===== src/rtl/serial_arbiter.sv =====
// serial_arbiter
//   Round-robin arbiter that lends one shared parallel-to-serial converter to
//   four word-oriented requesters. At most one requester owns the converter at
//   a time. The owner's word and request level are presented on par_data and
//   par_ready. The converter's consume pulse is routed back to the requester
//   that owned the word when the converter sampled it.
//
//   Optional feature: define ARB_BURST_LIMIT_EN to force release of a grant
//   after MAX_BURST consumed words, even while the owner still requests.
//
// Ports
//   clk         in   single clock, all state on posedge
//   reset       in   asynchronous active-high reset
//   req[3:0]    in   per-requester word-available level
//   req_data    in   requester i word on [i*WIDTH +: WIDTH]
//   req_strobe  out  one-cycle "word consumed" pulse to requester i
//   grant[3:0]  out  registered one-hot owner, zero when idle
//   par_data    out  owner's word to converter (zero when idle)
//   par_ready   out  owner's request level to converter (zero when idle)
//   par_strobe  in   converter pulse, one cycle after it samples par_data
module serial_arbiter #(
  parameter int unsigned WIDTH     = 8,
  parameter int unsigned MAX_BURST = 16
) (
  input  logic               clk,
  input  logic               reset,
  input  logic [3:0]         req,
  input  logic [4*WIDTH-1:0] req_data,
  output logic [3:0]         req_strobe,
  output logic [3:0]         grant,
  output logic [WIDTH-1:0]   par_data,
  output logic               par_ready,
  input  logic               par_strobe
);

  localparam logic [0:0] S_IDLE   = 1'b0;
  localparam logic [0:0] S_ACTIVE = 1'b1;

  logic [0:0] r_state;
  logic [0:0] w_state_nx;
  logic [3:0] r_grant;
  logic [3:0] w_grant_nx;
  logic [1:0] r_last_grant;
  logic [1:0] w_last_grant_nx;
  logic [3:0] r_strobe_owner;
  logic [1:0] w_gidx;
  logic [1:0] w_rr_idx;
  logic [1:0] w_cand;
  logic       w_rr_found;
  logic       w_burst_stop;

  // One-hot grant to owner index
  always_comb begin
    w_gidx = 2'd0;
    case (r_grant)
      4'b0010: w_gidx = 2'd1;
      4'b0100: w_gidx = 2'd2;
      4'b1000: w_gidx = 2'd3;
      default: w_gidx = 2'd0;
    endcase
  end

  // Round-robin search starting just after the previous owner, wrapping;
  // k = 4 lands back on the previous owner as the lowest-priority candidate
  always_comb begin
    w_rr_idx   = 2'd0;
    w_rr_found = 1'b0;
    w_cand     = 2'd0;
    for (int k = 1; k <= 4; k++) begin
      w_cand = r_last_grant + 2'(k);
      if (!w_rr_found && req[w_cand]) begin
        w_rr_idx   = w_cand;
        w_rr_found = 1'b1;
      end
    end
  end

  // Next-state / next-grant
  always_comb begin
    w_state_nx      = r_state;
    w_grant_nx      = r_grant;
    w_last_grant_nx = r_last_grant;
    case (r_state)
      S_IDLE: begin
        if (w_rr_found) begin
          w_state_nx = S_ACTIVE;
          w_grant_nx = 4'b0001 << w_rr_idx;
        end
      end
      S_ACTIVE: begin
        // Releasing always passes through IDLE, giving one idle cycle between grants
        if (!req[w_gidx] || w_burst_stop) begin
          w_state_nx      = S_IDLE;
          w_grant_nx      = 4'b0000;
          w_last_grant_nx = w_gidx;
        end
      end
      default: begin
        w_state_nx = S_IDLE;
        w_grant_nx = 4'b0000;
      end
    endcase
  end

  // State register; strobe_owner trails grant so the last word's pulse still
  // reaches its requester after the grant has cleared
  always_ff @(posedge clk or posedge reset) begin
    if (reset) begin
      r_state        <= S_IDLE;
      r_grant        <= 4'b0000;
      r_last_grant   <= 2'd3;
      r_strobe_owner <= 4'b0000;
    end else begin
      r_state        <= w_state_nx;
      r_grant        <= w_grant_nx;
      r_last_grant   <= w_last_grant_nx;
      r_strobe_owner <= r_grant;
    end
  end

`ifdef ARB_BURST_LIMIT_EN
  localparam int unsigned CNT_W = $clog2(MAX_BURST + 1);

  logic [CNT_W-1:0] r_burst_cnt;
  logic             r_burst_stop;

  // Count consumed words of the current grant; once the final allowed word is
  // offered, withdraw par_ready and release on the following edge
  always_ff @(posedge clk or posedge reset) begin
    if (reset) begin
      r_burst_cnt  <= '0;
      r_burst_stop <= 1'b0;
    end else if (r_state == S_IDLE) begin
      r_burst_cnt  <= '0;
      r_burst_stop <= 1'b0;
    end else begin
      if (|(req_strobe & r_grant)) begin
        r_burst_cnt <= r_burst_cnt + CNT_W'(1);
      end
      if ((r_burst_cnt == CNT_W'(MAX_BURST - 1)) && par_ready) begin
        r_burst_stop <= 1'b1;
      end
    end
  end

  assign w_burst_stop = r_burst_stop;
`else
  // Limit compiled out: MAX_BURST has no effect on behaviour
  assign w_burst_stop = (MAX_BURST == 0) & 1'b0;
`endif

  assign grant      = r_grant;
  assign req_strobe = r_strobe_owner & {4{par_strobe}};
  assign par_ready  = (r_state == S_ACTIVE) && req[w_gidx] && !w_burst_stop;
  assign par_data   = (r_state == S_ACTIVE) ? req_data[w_gidx*WIDTH +: WIDTH] : '0;

endmodule


===== config.mk =====
export PLATFORM = sky130hd
export DESIGN_NAME = serial_arbiter
export DESIGN_NICKNAME = d
export VERILOG_FILES = /design/src/rtl/serial_arbiter.sv
export SDC_FILE = /design/constraint.sdc
export NUM_CORES = 1
export LEC_CHECK = 0
export CAP_MARGIN = 10
export CORE_MARGIN = 5
export CORE_UTILIZATION = 30
export CTS_CLUSTER_DIAMETER = 150
export DETAILED_ROUTE_END_ITERATION = 7
export MAX_ROUTING_LAYER = met4
export PLACE_DENSITY_LB_ADDON = 0.1
export SYNTH_ARGS = -nofsm -noshare
export SYNTH_HDL_FRONTEND = slang
export SYNTH_SLANG_ARGS = --single-unit

===== constraint.sdc =====
create_clock -name clk -period 2.3 [get_ports clk]
set_input_delay 0.345 -clock clk [delete_from_list [all_inputs] [get_ports clk]]
set_output_delay 0.345 -clock clk [all_outputs]
set_load 0.01 [all_outputs]

Word level (Yosys, flattened, before mapping)
Cells that the tools add are included.
{ "op_classes": {"bitwise": 3, "n_eq_ne": 5, "n_mux": 26, "magnitude_cmp": 5, "n_shift": 2, "addsub": 3, "reduce_logical": 9} }
{ "ops": {"columns": ["operator", "n"], "rows": [
  ["indexed part select 32 x 6 -> 8 bit", 1],
  ["< comparator 2 x 3 -> 1 bit (second input constant)", 5],
  ["2-to-1 mux 1 bit", 11],
  ["binary-select mux 1 bit (select 2 bit)", 5],
  ["2-to-1 mux 2 bit", 4],
  ["2-to-1 mux 4 bit", 2],
  ["2-to-1 mux 8 bit", 1],
  ["one-hot mux 4 bit (2 select lines)", 1],
  ["one-hot mux 2 bit (3 select lines)", 1],
  ["adder 2 bit (second input constant)", 2],
  ["bitwise AND 4 bit", 1],
  ["== test 4 x 2 -> 1 bit (second input constant)", 1],
  ["== test 4 x 3 -> 1 bit (second input constant)", 1],
  ["== test 4 bit (second input constant)", 1],
  ["logical AND 1 bit", 4],
  ["!= test 2 bit (second input constant)", 2],
  ["AND reduction 2 bit", 2],
  ["<< shifter 1 x 2 -> 4 bit (first input constant)", 1],
  ["logical NOT 1 bit", 3],
  ["adder 2 x 1 -> 2 bit (second input constant)", 1],
  ["NOT 1 bit", 2],
  ["one-hot mux 1 bit (2 select lines)", 1]
]} }
{ "totals": {"reg_bits": 11, "word_cells": 57, "inputBits": 39, "output_inout_bits": 17} }

Depth between registers and ports, before layout
{ "depth": {"word_depth": 16, "depth_mapped": 6, "ltp_nobuf": 4} }

Least setup slack after synthesis
No wires, ideal clock.
{ "synth_timing": {"path_type": "register to output", "start": "register r_grant[3] (netlist: grant[3])", "end": "output port par_data[0]", "t_arrival_ns": 1.738, "stages_incl_launch_ff": 7, "path_buffers": 2, "required_time_ns": 1.955, "setup_slack_ns": 0.217, "path_cell_list": "dfrtp_1 -> buf_4 -> xnor2_1 -> or3_1 -> buf_6 -> mux4_2 -> and2_1"} }
{ "synth_via": {"elab_chain_cells": 4, "elab_cells_between_ends": 6, "classes_between": "eq/ne (3); shift (1); mux (2)"} }
{ "synth_rtl": {"columns": ["element", "line", "source"], "rows": [
  ["from (decl)", "41", "logic [3:0] r_grant;"],
  ["from (signal assigned)", "115", "r_grant <= w_grant_nx;"],
  ["== test 4 bit (tied with other cells)", "55", "case (r_grant)"],
  ["one-hot mux 2 bit (3 select lines) *", "55", null],
  ["indexed part select 32 x 6 -> 8 bit *", "155", "assign par_data = (r_state == S_ACTIVE) ? req_data[w_gidx*WIDTH +: WIDTH] : '0;"],
  ["2-to-1 mux 8 bit *", "155", null],
  ["to (decl)", "31", "output logic [WIDTH-1:0] par_data,"]
]} }
Every way passes the cells marked *; elsewhere a longest branch is shown, timed or not.

Worst setup path after layout
{ "layout_timing": {"start": "register r_grant[1] (netlist: grant[1])", "end": "output port par_data[6]"} }
Same word-level chain as after synthesis.

==> flow_metrics.tcl <==
set metrics [dict create \
    status "finished with violations" \
    violations "setup timing" \
    postSynthNetCount 117 \
    insertion_delay_ns 0.27 \
    cts-root-buf "clkbuf_4" \
    syn-cell-area_um2 886 \
    grt_max_degree 14 \
    finalMaxSlewViolations 0 \
    hold_class "input port to asynchronous set/reset pin" \
    clockBufferDepth 2 \
    worst_slew_pin_slew_ns 0.465 \
    firstDrtPassIters 4 \
    seq_area_frac_synth 0.314 \
    ys_warn_count 0 \
    synth_cell_types 35 \
    fill_cells 255 \
    endpoint_kind "primary output" \
    fin_ws_ns -0.0724 \
    ys_ff_latch 11 \
    start_util 0.316 \
    fin_nets 188 \
    p_leak_nw 0.664 \
    die_y_um 64.3 \
    p_total_mw 1.78 \
    start_kind "flip-flop" \
    syn_area_per_cell_um2 11.4 \
    die_w_um 64.3 \
    ios 56 \
    drt-met1-wl_um 998 \
    clk_pin_slew_ns 0.07 \
    fp.dieArea_um2 4140 \
    area_delta_synth_final_pct 77.5 \
    max_freq_mhz 422 \
    ctsHtreeMaxLevel 1 \
    hold_ws_ns 0.358 \
    io_buffers 55 \
    placedCellCount 173 \
    netlist_instances 78 \
    grt_pass1_vias 992 \
    fin_skew_ns 0.00845 \
    cpMaxStageDelayCell "mux4_2" \
    dp_hpwl_um 2190 \
    drt-initial-drc-count 34 \
    cpLargestDelayFamily "simple AND/OR/NAND/NOR gates" \
    cts_tree "yes" \
    drt_wl_total_um 2690 \
    coreArea_um2 2810 \
    antenna_found_initial 0 \
    drive_above_1_share 0.351 \
    min_period_over_period 1.03 \
    avgRoutedWirePerCell_um 15.0 \
    grt-ovfl-total 0 \
    slew_headroom 0.690 \
    drc 0 \
    clock_sinks 11 \
    vdd_drop_max_mv 0.417 \
    ctsHoldBuffers 0 \
    hold_viol_final 0 \
    row_count 19 \
    cts_buffers 3 \
    crit_type "flip-flop to primary output" \
    place_congestion 0.798 \
    vias 920 \
    arrival_ns 2.03 \
    vias_per_cell 5.14 \
    final_cells 179 \
    rsz0062_at_grt "true" \
    setup_viol 9 \
    wl_met3_um 186 \
    dr.max_layer_used "met4" \
    power.density_nw_per_um2 1130 \
    grt_pass1_wl_um 4490 \
    cp_num_buf_inv 2 \
    path_cells "xnor2_1, or3_4, buf_8, mux4_2, and2_4, buf_2" \
    period_needed_ns 2.37 \
    dr_wl_met2_um 1470 \
    worst_ep_required_time_ns 1.96 \
    cp_max_fo 5 \
    maxCapViolCount 0 \
    ant_nets 0 \
    track_usage 0.145 \
    n_antenna_cell 0 \
    cpPeakStageDelay_ns 0.42 \
]
-- cell type report --
class / instances / area, µm² / share of cell area
flip-flops and latches: 11 / 278 / 0.177
clock inverters: 1 / 5.00 / 0.00318
inverters: 2 / 7.51 / 0.00477
well taps: 31 / 38.8 / 0.0247
clock buffers: 3 / 22.5 / 0.0143
repair buffers: 71 / 637 / 0.405
multi-input cells: 60 / 584 / 0.372
-- registers in the layout (all words and copies together), names as in the netlist --
register        flops
grant               4
r_strobe_owner      4
r_state             1
r_last_grant        2
-- power breakdown --
part / total, mW / switching (mW) / leakage [nW] / internal [mW]
Clock: 0.131 / 0.0670 / 0.0177 / 0.0645
Combinational: 1.30 / 0.519 / 0.508 / 0.780
Sequential: 0.354 / 0.0741 / 0.138 / 0.280
Total: 1.78 / 0.660 / 0.664 / 1.12
-- metrics by stage --
stage / instance area (µm²) / util / setup TNS, ns / setup slack, ns
3_3_place_gp: 1540 / 0.550 / -1.11 / -0.246
6_report: 1570 / 0.561 / -0.496 / -0.0724
5_1_grt: 1570 / 0.561 / -1.33 / -0.161
3_5_place_dp: 1540 / 0.550 / -1.16 / -0.250
2_1_floorplan: 886 / - / 0 / 0.217
4_1_cts: 1550 / 0.553 / -1.27 / -0.155
-- cells in the mapped netlist --
master	number	area share
a211oi_2	1	0.014
a21boi_0	1	0.0085
a21o_1	2	0.017
a21oi_1	1	0.0056
a22o_1	1	0.0099
a31oi_1	1	0.0071
a31oi_2	1	0.014
a32o_1	4	0.045
and2_1	12	0.085
buf_4	1	0.0085
buf_6	2	0.025
clkbuf_1	1	0.0042
clkbuf_2	1	0.0056
dfrtp_1	9	0.25
dfstp_2	2	0.059
inv_1	2	0.0085
mux2i_1	2	0.023
mux4_2	8	0.20
nand2b_1	4	0.028
nand3b_1	1	0.0085
nor2_1	3	0.013
nor2b_1	1	0.0071
nor3_1	1	0.0056
nor3_2	1	0.011
nor4_1	1	0.0071
o21a_1	1	0.0085
o21ai_0	3	0.017
o22a_1	1	0.0099
o31ai_1	1	0.0085
o31ai_2	1	0.014
or2b_1	1	0.0085
or3_1	1	0.0071
or3_2	1	0.0085
or3b_2	2	0.020
xnor2_1	2	0.020
-- metal layers --
layer  up-vias  GRT usage
met3         2     0.0368
met1       439      0.164
met4         0     0.0580
met5         -          -
li1        438          -
met2        41      0.244
-- cells by family after synthesis --
| family | after synthesis | share of synthesized area |
|---|---|---|
| AND/OR/NAND/NOR | 29 | 0.209 |
| AO/OA/AOI/OAI | 19 | 0.179 |
| flip-flops | 11 | 0.314 |
| multiplexers | 10 | 0.226 |
| buffers and inverters | 7 | 0.0523 |
| XOR/XNOR | 2 | 0.0198 |
-- repair_timing --
item	CTS	global route
setup endpoints to repair	9	9
buffers inserted	0	1
cloned	1	0
hold endpoints to repair	0	0
resized for setup	38	8
pin swaps	1	3
-- worst reg2reg max path: stages (launching register included) --
cell and delay (ns):
dfrtp_1 0.40, buf_4 0.13, buf_4 0.16, or3_2 0.46
a31oi_2 0.21, buf_4 0.15, o31ai_2 0.11, a32o_1 0.32
-- path summary, 6_finish.rpt --
check	start	to	slack, ns	cells after the start
max in group asynchronous	reset	r_last_grant[1]$_DFFE_PP1P_	1.60	2
setup / recovery	grant[1]$_DFFE_PP0P_	par_data[6]	-0.07	6
setup reg to reg	grant[1]$_DFFE_PP0P_	grant[1]$_DFFE_PP0P_	0.25	7
hold reg to reg	r_last_grant[0]$_DFFE_PP1P_	r_last_grant[0]$_DFFE_PP1P_	0.49	2
min in group clk	r_last_grant[0]$_DFFE_PP1P_	r_last_grant[0]$_DFFE_PP1P_	0.49	2
hold / removal	reset	r_strobe_owner[0]$_DFF_PP0_	0.36	2
-- cells in the final DEF, fill, tap and decap left out, types with 3 or more instances in the layout --
cell type,count
mux4_2,8
and2_4,4
buf_2,8
and2_1,8
clkdlybuf4s50_1,46
buf_4,14
dfrtp_1,9
nand2b_1,3
nor2_1,3
o21ai_0,3
a32o_1,4
clkbuf_4,3
Power figures use the tool's default switching activity.
